[src/rtl/ped_signal_if.sv]
// Signal bundle between the vehicle lamp source / pedestrian button and the
// pedestrian signal controller.
interface ped_signal_if;
  logic       red;
  logic       yellow;
  logic       green;
  logic       ped_btn;
  logic       walk;
  logic       dont_walk;
  logic       req_pending;
  logic [3:0] clear_cnt;
  logic       fault;

  // Lamp/button source side
  modport master (
    output red, yellow, green, ped_btn,
    input  walk, dont_walk, req_pending, clear_cnt, fault
  );

  // Pedestrian controller side
  modport slave (
    input  red, yellow, green, ped_btn,
    output walk, dont_walk, req_pending, clear_cnt, fault
  );
endinterface

[src/rtl/ped_signal.sv]
// Pedestrian crossing controller: grants WALK at the onset of a vehicle red
// phase when a debounced request is pending, follows it with a flashing
// clearance interval, and latches a sticky fault on illegal lamp states.
module ped_signal #(
  parameter int WALK_CYCLES  = 8,
  parameter int CLEAR_CYCLES = 6,
  parameter int DEBOUNCE     = 2
) (
  input  logic         clk,
  input  logic         rst_n,
  ped_signal_if.slave  bus
);

  typedef enum logic [2:0] {IDLE, WAIT_RED, WALK, CLEAR, FAULT} state_t;

  localparam int DB_W = $clog2(DEBOUNCE + 1);
  localparam int WC_W = $clog2(WALK_CYCLES + 1);
  localparam logic [DB_W-1:0] DB_MAX   = DB_W'(DEBOUNCE);
  localparam logic [DB_W-1:0] DB_ARM   = DB_W'(DEBOUNCE - 1);
  localparam logic [WC_W-1:0] WC_LAST  = WC_W'(WALK_CYCLES - 1);
  localparam logic [3:0]      CLR_LOAD = 4'(CLEAR_CYCLES);

  // Saturating increment so a long press produces a single request
  function automatic logic [DB_W-1:0] db_sat_inc(input logic [DB_W-1:0] v);
    return (v == DB_MAX) ? v : v + DB_W'(1);
  endfunction

  state_t          state_q, state_d;
  logic            red_q, ovl_q;
  logic            onset_p1, fault_p1;
  logic [DB_W-1:0] db_cnt, db_d;
  logic            req_q, req_d;
  logic [WC_W-1:0] wcnt_q, wcnt_d;
  logic            walk_q, walk_d;
  logic            dw_q, dw_d;
  logic [3:0]      cc_q, cc_d;
  logic            fault_q, fault_d;

  logic overlap, green_bad, req_set, req_next, go_walk;

  assign overlap   = (bus.red & bus.yellow) | (bus.red & bus.green) |
                     (bus.yellow & bus.green);
  assign green_bad = bus.green && (state_q == WALK || state_q == CLEAR);
  assign req_set   = bus.ped_btn && (db_cnt == DB_ARM) && (state_q != WALK);
  assign req_next  = req_q | req_set;

  // Next-state and next-output logic; fault detection overrides everything
  always_comb begin
    state_d = state_q;
    walk_d  = walk_q;
    dw_d    = dw_q;
    cc_d    = cc_q;
    wcnt_d  = wcnt_q;
    fault_d = fault_q;
    go_walk = 1'b0;
    db_d    = (state_q == WALK || !bus.ped_btn) ? '0 : db_sat_inc(db_cnt);

    case (state_q)
      IDLE: begin
        walk_d = 1'b0;
        dw_d   = 1'b1;
        cc_d   = 4'd0;
        if (req_next) begin
          if (onset_p1) go_walk = 1'b1;
          else          state_d = WAIT_RED;
        end
      end
      WAIT_RED: begin
        if (onset_p1) go_walk = 1'b1;
      end
      WALK: begin
        if (!bus.red || wcnt_q == WC_LAST) begin
          state_d = CLEAR;
          walk_d  = 1'b0;
          dw_d    = 1'b1;
          cc_d    = CLR_LOAD;
        end else begin
          wcnt_d = wcnt_q + WC_W'(1);
        end
      end
      CLEAR: begin
        if (cc_q == 4'd1) begin
          cc_d    = 4'd0;
          dw_d    = 1'b1;
          state_d = req_next ? WAIT_RED : IDLE;
        end else begin
          cc_d = cc_q - 4'd1;
          dw_d = ~dw_q;
        end
      end
      FAULT: begin
        walk_d  = 1'b0;
        dw_d    = 1'b1;
        cc_d    = 4'd0;
        fault_d = 1'b1;
      end
      default: state_d = FAULT;
    endcase

    if (go_walk) begin
      state_d = WALK;
      walk_d  = 1'b1;
      dw_d    = 1'b0;
      wcnt_d  = '0;
    end

    if (fault_p1) begin
      state_d = FAULT;
      walk_d  = 1'b0;
      dw_d    = 1'b1;
      cc_d    = 4'd0;
      fault_d = 1'b1;
    end

    req_d = (state_d == WALK && state_q != WALK) ? 1'b0 : req_next;
  end

  // Registered state, outputs and lamp-event pipeline (onset / fault flags)
  always_ff @(posedge clk) begin
    if (!rst_n) begin
      state_q  <= IDLE;
      red_q    <= 1'b0;
      ovl_q    <= 1'b0;
      onset_p1 <= 1'b0;
      fault_p1 <= 1'b0;
      db_cnt   <= '0;
      req_q    <= 1'b0;
      wcnt_q   <= '0;
      walk_q   <= 1'b0;
      dw_q     <= 1'b1;
      cc_q     <= 4'd0;
      fault_q  <= 1'b0;
    end else begin
      state_q  <= state_d;
      red_q    <= bus.red;
      ovl_q    <= overlap;
      onset_p1 <= bus.red & ~red_q;
      fault_p1 <= (overlap & ovl_q) | green_bad;
      db_cnt   <= db_d;
      req_q    <= req_d;
      wcnt_q   <= wcnt_d;
      walk_q   <= walk_d;
      dw_q     <= dw_d;
      cc_q     <= cc_d;
      fault_q  <= fault_d;
    end
  end

  assign bus.walk        = walk_q;
  assign bus.dont_walk   = dw_q;
  assign bus.req_pending = req_q;
  assign bus.clear_cnt   = cc_q;
  assign bus.fault       = fault_q;

endmodule

[src/flat_wrapper.sv]
// flat-port wrapper written by rule: the top's interface ports become plain ports
module ped_signal_flat 
#(
  parameter int WALK_CYCLES  = 8,
  parameter int CLEAR_CYCLES = 6,
  parameter int DEBOUNCE     = 2
)
  (clk, rst_n, bus_red, bus_yellow, bus_green, bus_ped_btn, bus_walk, bus_dont_walk, bus_req_pending, bus_clear_cnt, bus_fault);
  ped_signal_if bus_i ();
  input  logic clk;
  input  logic rst_n;
  input wire logic [$bits(bus_i.red)-1:0] bus_red;
  input wire logic [$bits(bus_i.yellow)-1:0] bus_yellow;
  input wire logic [$bits(bus_i.green)-1:0] bus_green;
  input wire logic [$bits(bus_i.ped_btn)-1:0] bus_ped_btn;
  output wire logic [$bits(bus_i.walk)-1:0] bus_walk;
  output wire logic [$bits(bus_i.dont_walk)-1:0] bus_dont_walk;
  output wire logic [$bits(bus_i.req_pending)-1:0] bus_req_pending;
  output wire logic [$bits(bus_i.clear_cnt)-1:0] bus_clear_cnt;
  output wire logic [$bits(bus_i.fault)-1:0] bus_fault;
  assign bus_i.red = bus_red;
  assign bus_i.yellow = bus_yellow;
  assign bus_i.green = bus_green;
  assign bus_i.ped_btn = bus_ped_btn;
  assign bus_walk = bus_i.walk;
  assign bus_dont_walk = bus_i.dont_walk;
  assign bus_req_pending = bus_i.req_pending;
  assign bus_clear_cnt = bus_i.clear_cnt;
  assign bus_fault = bus_i.fault;
  ped_signal #(.WALK_CYCLES(WALK_CYCLES), .CLEAR_CYCLES(CLEAR_CYCLES), .DEBOUNCE(DEBOUNCE)) u_core (.clk(clk), .rst_n(rst_n), .bus(bus_i));
endmodule
[config.mk]
export PLATFORM = sky130hd
export DESIGN_NAME = ped_signal_flat
export DESIGN_NICKNAME = d
export VERILOG_FILES = /design/src/rtl/ped_signal_if.sv /design/src/rtl/ped_signal.sv /design/src/flat_wrapper.sv
export SDC_FILE = /design/constraint.sdc
export NUM_CORES = 1
export LEC_CHECK = 0
export ABC_AREA = 1
export CAP_MARGIN = 20
export CORE_UTILIZATION = 57
export DETAILED_ROUTE_END_ITERATION = 7
export PLACE_DENSITY = 0.89
export REMOVE_ABC_BUFFERS = 1
export SYNTH_ARGS = -nofsm -noshare
export SYNTH_HDL_FRONTEND = slang
export SYNTH_SLANG_ARGS = --single-unit
[constraint.sdc]
create_clock -name clk -period 4.29 [get_ports clk]
set_clock_uncertainty 0.15 [all_clocks]
set_input_delay 0.858 -clock clk [delete_from_list [all_inputs] [get_ports clk]]
set_output_delay 0.858 -clock clk [all_outputs]
set_load 0.03 [all_outputs]
After elaboration in Yosys (flattened, before gate mapping). Index checks and enable logic that the tools add are counted.

Add/subtract/negate cells: 3. Eq/ne operators: 12. Muxes and demuxes: 23. Bitwise logic cells: 13. Reductions and logical operators: 24.

Operators with widths (number): 3-bit 2-to-1 mux (6); 3-bit one-hot mux with 4 select lines (1); 4-bit one-hot mux with 3 select lines (1); 2-bit OR reduction (6); 1-bit 2-to-1 mux (10); 3-bit by 2-bit equality test with 1-bit output, second input constant (3); 4-bit 2-to-1 mux (2); 2-bit AND reduction (4); 3-bit by 2-bit inequality test with 1-bit output, second input constant (2); 3-bit nonzero test (2); 1-bit bitwise AND (5); 4-bit by 1-bit adder with 4-bit output, second input constant (1); 4-bit by 1-bit equality test with 1-bit output, second input constant (1); 4-bit by 3-bit equality test with 1-bit output, second input constant (1); 1-bit logical AND (4); 1-bit NOT (4); 1-bit bitwise OR (4); 1-bit one-hot mux with 2 select lines (2); 4-bit nonzero test (1); 4-bit by 1-bit subtractor with 4-bit output, second input constant (1); 3-bit by 1-bit equality test with 1-bit output, second input constant (1); 3-bit equality test, second input constant (1); 3-bit zero test (1); 1-bit logical OR (3); other kinds (7) (8).

Flip-flop bits (word level): 21. Bits of input ports: 6.

Depth between registers and ports, before layout. Gate-level depths: netlist of run 1.

Depth in word-level cells: 12. Depth in mapped cells: 11. Mapped depth without buffers: 11.

Worst setup path before layout of run 1. OpenSTA, ideal clock, no wires.

Kind: input-to-reg. From: input bus_red. To: register u_core.wcnt_q[3]. Library setup time: 0.070 ns. Arrival time: 1.447 ns. Data required time: 4.070 ns. Setup slack: 2.624 ns. Cell stages on the path: 5. Cell sequence: nand2_1 nor2_4 nand4_1 or2_0 a21oi_1.

Cells in the longest elaborated chain, start to end: 4.

RTL lines: start: declaration (line flat_wrapper.sv:12) `input wire logic [$bits(bus_i.red)-1:0] bus_red;`; 1-bit zero test (line ped_signal.sv:72) `if (!bus.red || wcnt_q == WC_LAST) begin`; 1-bit logical OR (line ped_signal.sv:72); 1-bit NOT (no source line); 2-bit AND reduction (no source line); end signal: assignment (line ped_signal.sv:141) `wcnt_q <= wcnt_d;`; end: declaration (line ped_signal.sv:33) `logic [WC_W-1:0] wcnt_q, wcnt_d;`.

No other way between the ends. A chain may end at the register's enable or synchronous reset.

Worst setup path in the final report of run 1.
From: register u_core.cc_q[0] (netlist: u_core.bus.clear_cnt[0]). To: output bus_clear_cnt[0].

RTL lines: start: declaration (line ped_signal.sv:36) `logic [3:0] cc_q, cc_d;`; start signal: assignment (line ped_signal.sv:131) `cc_q <= 4'd0;`; start signal: assignment (line ped_signal.sv:144) `cc_q <= cc_d;`; end: declaration (line flat_wrapper.sv:19) `output wire logic [$bits(bus_i.clear_cnt)-1:0] bus_clear_cnt;`.

No word-level cell between the ends.

==> results.yml, run 1 <==
power_and_ir_drop:
  power.density_nw_per_um2: 317.8
  max-vdd-ir-drop_mv: 0.2020
  p_leak_nw: 0.5441
drt:
  antenna_left: 0
  wl_per_cell_um: 11.34
  vias: 941
  drt_iter0_drc: 28
  vias_per_cell: 5.228
  drc_errors: 0
  drtPass1Iterations: 4
  routed_wl_um: 2041
worst_setup_path:
  cp_top_family: "buffers and inverters"
  end_kind: "primary output"
  cp_max_fo: 4
  crit_buf_inv: 1
  cpMaxStageDelayCell: "clkdlybuf4s50_1"
  slowest_delay_ns: 0.69
  critical_path_class: "reg2out"
  path_cells: "clkdlybuf4s50_1"
  crit_path_start_kind: "register"
  r2r_slack_ns: 2.60
  crit_arrival_ns: 1.40
  crit_required_ns: 3.28
sta:
  setup_tns_ns: 0
  hold_ws_ns: 0.2394
  tightest_slew_ns: 0.3745
  period_minus_slack_ns: 2.406
  hold_violations: 0
  maxClockFrequency_ghz: 0.4156
  finalSetupViolations: 0
  grt_setup_unrepaired: "false"
  slew_headroom_pct: 74.94
  slew_violations: 0
  post-route-period-util_pct: 56.08
worst_hold_path:
  min-delay-path-class: "reg2reg"
finish:
  fin_util_pct: 71.97
  antenna_cells: 0
  area_growth_pct: 17.70
  final_layout_size_suffix_gt1_share_pct: 14.84
  nets: 167
yosys:
  synth-edff-count: 0
  synth_cell_types: 24
  synth_flop_cell: "dfxtp_1"
  async_flop_share_pct: 0
  seq_area_frac_synth_pct: 39.39
  synth_area_per_cell_um2: 7.734
  syn_inst: 138
  synth-seq-cells: 21
  ys.warnings.count: 0
  synthesis.area_um2: 1067
die:
  dieArea_um2: 2049
  io_pins: 14
  start_util_pct: 61.15
  rows: 15
  die-height_um: 45.27
  die_x_um: 45.27
  core_um2: 1745
global_routing:
  antenna_found_initial: 0
  grt_pass1_vias: 865
  grt_max_degree: 13
  grt_use_total_pct: 23.23
  grt_first_pass_wirelength_um: 3491
  overflow: 0
cts:
  cts_tree: "yes"
  htreeDepth: 1
  cts-buffers-inserted: 3
  root_buffer: "clkbuf_4"
  cts_setup_buffers: 0
  post_cts_resized: 0
  insertion_delay_ns: 0.30
  clk_pin_slew_ns: 0.12
  clock_path_buffers: 2
  clock-sinks: 21
  hold_buffers: 0
placed_design:
  port_buffers: 13
  gp_congestion: 0.8853
  hpwl_um: 1596
outcome:
  outcome: "complete, no violations"
flow_run:
  max_cap_viol_count: 0
==> cells in the final DEF (no fill, tap or decap), types with 3 or more instances in the layout <==
master | Yosys | final
a21oi_1 | 13 | 13
clkbuf_4 | 0 | 3
clkdlybuf4s50_1 | 0 | 13
dfxtp_1 | 21 | 21
ha_1 | 5 | 5
inv_1 | 18 | 18
inv_2 | 5 | 5
nand2_1 | 20 | 20
nand2_2 | 3 | 3
nand3_1 | 11 | 11
nor2_1 | 14 | 14
o21ai_0 | 7 | 7
==> cells by family (layout without fill, tap and decap cells) <==
kind of cell	after synthesis	in the layout	share of synthesized area, %
xor gates and xnor gates	2	2	1.642
buffers and inverters	24	41	8.675
and+or+nand+nor	63	63	31.77
adders and majority gates	5	5	5.862
AOI/OAI and AO/OA	23	23	12.66
DFF	21	21	39.39
==> cells in the mapped netlist (3+ instances only) <==
| cell type | instances | area (um2) |
|---|---|---|
| ha_1 | 5 | 62.56 |
| nand3_1 | 11 | 55.05 |
| o21ai_0 | 7 | 35.03 |
| nor2_1 | 14 | 52.55 |
| nand2_1 | 20 | 75.07 |
| a21oi_1 | 13 | 65.06 |
| inv_1 | 18 | 67.56 |
| inv_2 | 5 | 18.77 |
| nand2_2 | 3 | 18.77 |
| dfxtp_1 | 21 | 420.4 |
==> cell type report <==
cell class,instances,area (um2)
fillers,139,489.2
repair buffers,13,130.1
flip-flops and latches,21,420.4
clock buffers,3,22.52
multi-input cells,93,554.3
clock inverters,1,5.005
inverters,24,92.59
well taps,25,31.28
==> report_power, final <==
part / switching, mW / leakage [nW] / internal (mW)
registers: 0.00760 / 0.171 / 0.206
clock network: 0.0588 / 0.0177 / 0.0348
logic: 0.0564 / 0.355 / 0.0360
total: 0.123 / 0.544 / 0.276
==> final timing paths <==
path	start	to	cells after the start
hold / removal	u_core.red_q	u_core.onset_p1	1
setup reg to reg	u_core.wcnt_q[0]	u_core.wcnt_q[3]	7
hold reg to reg	u_core.red_q	u_core.onset_p1	1
setup / recovery	u_core.bus.clear_cnt[0]	bus_clear_cnt[0]	1
==> worst reg2reg max path, cell delays in order (launching register included) <==
cell and delay [ns]:
dfxtp_1 0.35, ha_1 0.23, nand3b_1 0.17, nand2_1 0.13
nor2_4 0.14, nand4_1 0.13, or2_0 0.23, a21oi_1 0.11
==> stage by stage <==
stage                     area (um2)  setup WS [ns]  instances  total power [mW]
after global placement          1229          1.895        176            0.3057
after floorplan                 1067          2.624        138            0.2814
final                           1256          1.884        180            0.3992
after global routing            1256          1.840        180            0.4197
after detailed placement        1229          1.817        176            0.3089
after CTS                       1256          1.875        180            0.3999
==> layer usage <==
layer / GRT usage [%] / up-vias / wire, um
met3: 2.400 / 8 / 99
met2: 43.77 / 32 / 1070
met1: 26.60 / 421 / 832
met5: 0 / - / 0
li1: - / 480 / -
met4: 8.485 / 0 / 38
==> sequential cells by signal, summed over array words and instances (netlist names) <==
signal / cells
u_core.bus.req_pending: 1
u_core.state_q: 3
u_core.bus.clear_cnt: 4
u_core.fault_p1: 1
u_core.bus.fault: 1
u_core.wcnt_q: 4
u_core.onset_p1: 1
u_core.bus.dont_walk: 1
u_core.ovl_q: 1
u_core.bus.walk: 1
u_core.red_q: 1
u_core.db_cnt: 2
(Power assumes the default switching activity.)
==> run 2: changes to the inputs <==
- CORE_UTILIZATION: 57 -> 53
- PLACE_DENSITY: 0.89 -> 0.84
- clock period: 4.29 -> 2.4 ns (I/O delays scaled with it)
==> results.yml, run 2 (synthesis results as in run 1) <==
power_and_ir_drop:
  max-vdd-ir-drop_mv: 0.4891
  p_int_mw: 0.4968
  p_sw_mw: 0.2167
  seq_power_share_pct: 53.5
  switching_share_pct: 30.37
  p_comb_share_pct: 23.0
  p_leak_nw: 0.5414
  power_frac_clock_pct: 23.5
  power.density_nw_per_um2: 568.5
drt:
  routed_wl_um: 2031
  antenna_left: 0
  drc_errors: 0
  vias: 916
  vias_per_cell: 5.089
  wl_per_cell_um: 11.28
  drtPass1Iterations: 4
  drt_iter0_drc: 22
die:
  io_pins: 14
  die-height_um: 46.88
  start_util_pct: 59.24
  die_x_um: 46.88
  core_um2: 1802
  rows: 15
  dieArea_um2: 2197
worst_setup_path:
  crit_path_start_kind: "register"
  cp_max_fo: 4
  end_kind: "primary output"
  cpMaxStageDelayCell: "clkdlybuf4s50_1"
  crit_buf_inv: 1
  crit_required_ns: 1.77
  critical_path_class: "reg2out"
  crit_arrival_ns: 1.37
  cp_top_family: "buffers and inverters"
  slowest_delay_ns: 0.68
  path_cells: "clkdlybuf4s50_1"
placed_design:
  port_buffers: 13
  gp_congestion: 0.9021
  hpwl_um: 1595
  pre_cts_ws_ns: 0.2510
cts:
  root_buffer: "clkbuf_4"
  cts_setup_buffers: 0
  clock_path_buffers: 2
  clock-sinks: 21
  post_cts_resized: 0
  clk_pin_slew_ns: 0.11
  insertion_delay_ns: 0.30
  cts_tree: "yes"
  hold_buffers: 0
  cts-buffers-inserted: 3
  htreeDepth: 1
finish:
  antenna_cells: 0
  n_fill_cell: 164
  final_layout_size_suffix_gt1_share_pct: 14.19
  final_common_cell: "dfxtp_1"
  nets: 167
  area_growth_pct: 17.58
  register_area_um2: 420.4
  multi_input_area_um2: 554.3
  layout_common_cells: "dfxtp_1, nand2_1, inv_1"
global_routing:
  antenna_found_initial: 0
  grt_max_degree: 12
  grt_use_total_pct: 22.26
  overflow: 0
  grt_first_pass_wirelength_um: 3422
  grt_pass1_vias: 844
sta:
  setup_slack_ns: 0.3967
  slew_headroom_pct: 72.65
  tightest_slew_ns: 0.4087
  finalSetupViolations: 0
  slew_violations: 0
  maxClockFrequency_ghz: 0.4992
  post-route-period-util_pct: 83.47
  grt_setup_unrepaired: "false"
  period_minus_slack_ns: 2.003
  setup_tns_ns: 0
  hold_violations: 0
outcome:
  outcome: "complete, no violations"
flow_run:
  max_cap_viol_count: 0
worst_hold_path:
  min-delay-path-class: "reg2reg"
==> run 2: stage by stage <==
stage	total power [mW]	hold WS (ns)	instances	cell area, um2	util, %
2_1_floorplan	0.5031	0.2181	138	1067	-
3_3_place_gp	0.5473	0.2214	176	1229	68.19
3_5_place_dp	0.5526	0.2235	176	1229	68.19
4_1_cts	0.7174	0.2392	180	1255	69.65
5_1_grt	0.7545	0.2528	180	1255	69.65
6_report	0.7135	0.2379	180	1255	69.65
==> run 2: worst reg2reg max path, stage by stage, from the launching register on <==
cell and delay [ns]:
dfxtp_1 0.36, ha_1 0.23, nand3b_1 0.17, nand2_1 0.13, nor2_4 0.14, nand4_1 0.11
or2_0 0.21, a21oi_1 0.11
==> run 2: layer usage <==
layer  routed length, um  GRT usage, %
met1                 936         26.24
met2                 978         38.61
met3                  71         3.846
met4                  43         11.43
met5                   0             0
==> run 2: worst paths after layout <==
check	startpoint	end	slack [ns]	depth (start not counted)
worst max-delay path	u_core.bus.clear_cnt[0]	bus_clear_cnt[0]	0.40	1
worst max register to register	u_core.wcnt_q[0]	u_core.wcnt_q[3]	0.73	7
worst min-delay path	u_core.red_q	u_core.onset_p1	0.24	1
worst min register to register	u_core.red_q	u_core.onset_p1	0.24	1
==> run 2: layout make-up <==
type                    count  area share [%]
multi-input cells          93           44.17
clock buffers               4           2.094
inverters                  24           7.378
repair buffers             13           10.37
well taps                  25           2.493
flip-flops and latches     21           33.50
==> run 2: power by group through the flow <==
stage	sequential, mW	clock, mW	combinational [mW]
2_1_floorplan	0.404	0	0.0987
3_3_place_gp	0.388	0	0.159
3_5_place_dp	0.389	0	0.163
6_report	0.381	0.168	0.164
5_1_grt	0.384	0.189	0.182
4_1_cts	0.381	0.172	0.164
==> run 3: changes to the inputs <==
- clock period: 2.4 -> 2 ns (I/O delays scaled with it)
==> results.yml, run 3 (synthesis results as in run 1) <==
sta:
  hold_violations: 0
  post-route-period-util_pct: 97.87
  setup_tns_ns: 0
  grt_setup_unrepaired: "false"
  tightest_slew_ns: 0.3629
  slew_headroom_pct: 75.72
  finalSetupViolations: 0
  hold_ws_ns: 0.2430
  maxClockFrequency_ghz: 0.5109
  period_minus_slack_ns: 1.957
  slew_violations: 0
die:
  io_pins: 14
  die_x_um: 46.88
  start_util_pct: 59.24
  core_um2: 1802
  rows: 15
  die-height_um: 46.88
  dieArea_um2: 2197
cts:
  clock-sinks: 21
  htreeDepth: 1
  cts_setup_buffers: 0
  cts_tree: "yes"
  hold_buffers: 0
  clock_path_buffers: 2
  insertion_delay_ns: 0.32
  clk_pin_slew_ns: 0.12
  post_cts_resized: 0
  root_buffer: "clkbuf_4"
  cts-buffers-inserted: 3
worst_setup_path:
  crit_path_start_kind: "register"
  critical_path_class: "reg2out"
  crit_buf_inv: 1
  cp_max_fo: 4
  path_cells: "clkdlybuf4s50_1"
  crit_required_ns: 1.45
  cp_top_family: "buffers and inverters"
  cpMaxStageDelayCell: "clkdlybuf4s50_1"
  slowest_delay_ns: 0.69
  crit_arrival_ns: 1.41
  end_kind: "primary output"
finish:
  final_layout_size_suffix_gt1_share_pct: 15.38
  register_area_um2: 420.4
  n_fill_cell: 165
  final_common_cell: "dfxtp_1"
  area_growth_pct: 18.41
  layout_common_cells: "dfxtp_1, nand2_1, inv_1"
  multi_input_area_um2: 554.3
  nets: 168
  antenna_cells: 0
power_and_ir_drop:
  power.density_nw_per_um2: 688.6
  power_frac_clock_pct: 24.4
  p_comb_share_pct: 22.9
  seq_power_share_pct: 52.6
  switching_share_pct: 31.65
  p_leak_nw: 0.5489
  max-vdd-ir-drop_mv: 0.5998
  power_mw: 0.8702
  p_sw_mw: 0.2755
  p_int_mw: 0.5948
global_routing:
  grt_use_total_pct: 24.21
  grt_max_degree: 13
  grt_first_pass_wirelength_um: 3746
  antenna_found_initial: 0
  overflow: 0
  grt_pass1_vias: 891
drt:
  vias_per_cell: 5.204
  drtPass1Iterations: 4
  drt_iter0_drc: 33
  vias: 942
  wl_per_cell_um: 11.62
  routed_wl_um: 2103
  drc_errors: 0
  antenna_left: 0
placed_design:
  hpwl_um: 1648
  port_buffers: 13
  gp_congestion: 0.9301
outcome:
  outcome: "complete, no violations"
worst_hold_path:
  min-delay-path-class: "reg2reg"
flow_run:
  max_cap_viol_count: 0
[run 3: per-layer routing]
layer	GRT usage, %	up-vias	routed length, um
li1	-	484	-
met1	29.37	426	965
met2	40.83	27	1003
met3	5.000	5	102
met4	11.43	0	32
met5	0	-	0
[run 3: stage by stage]
step | util, % | instance area [um2] | setup WS, ns | cells
CTS | 70.14 | 1264 | 0.03737 | 181
floorplan | - | 1067 | 0.4138 | 138
global placement | 68.61 | 1236 | 0.1395 | 177
finish | 70.14 | 1264 | 0.04268 | 181
detailed placement | 68.61 | 1236 | 0.08624 | 177
global route | 70.14 | 1264 | 0.01046 | 181
[run 3: layout make-up]
class | instances | area share [%]
flip-flops and latches | 21 | 33.27
inverters | 24 | 7.327
well taps | 25 | 2.475
clock buffers | 3 | 1.782
repair buffers | 14 | 10.89
multi-input cells | 93 | 43.86
clock inverters | 1 | 0.3960
[run 3: worst paths after layout]
check / startpoint / endpoint / slack, ns / cells after the start
setup / recovery: u_core.bus.clear_cnt[0] / bus_clear_cnt[0] / 0.04 / 1
hold / removal: u_core.red_q / u_core.onset_p1 / 0.24 / 1
setup reg to reg: u_core.wcnt_q[0] / u_core.wcnt_q[3] / 0.30 / 7
hold reg to reg: u_core.red_q / u_core.onset_p1 / 0.24 / 1
[run 3: power groups by stage]
stage | combinational [mW] | clock (mW) | sequential [mW]
3_5_place_dp | 0.198 | 0 | 0.468
5_1_grt | 0.227 | 0.223 | 0.461
3_3_place_gp | 0.193 | 0 | 0.466
2_1_floorplan | 0.118 | 0 | 0.485
6_report | 0.199 | 0.213 | 0.458
4_1_cts | 0.200 | 0.208 | 0.458
[run 3: worst reg2reg max path, stage by stage (launching register included)]
cell,delay [ns]
dfxtp_1,0.36
ha_1,0.24
nand3b_1,0.18
nand2_1,0.14
nor2_4,0.14
nand4_1,0.11
or2_0,0.21
a21oi_1,0.11
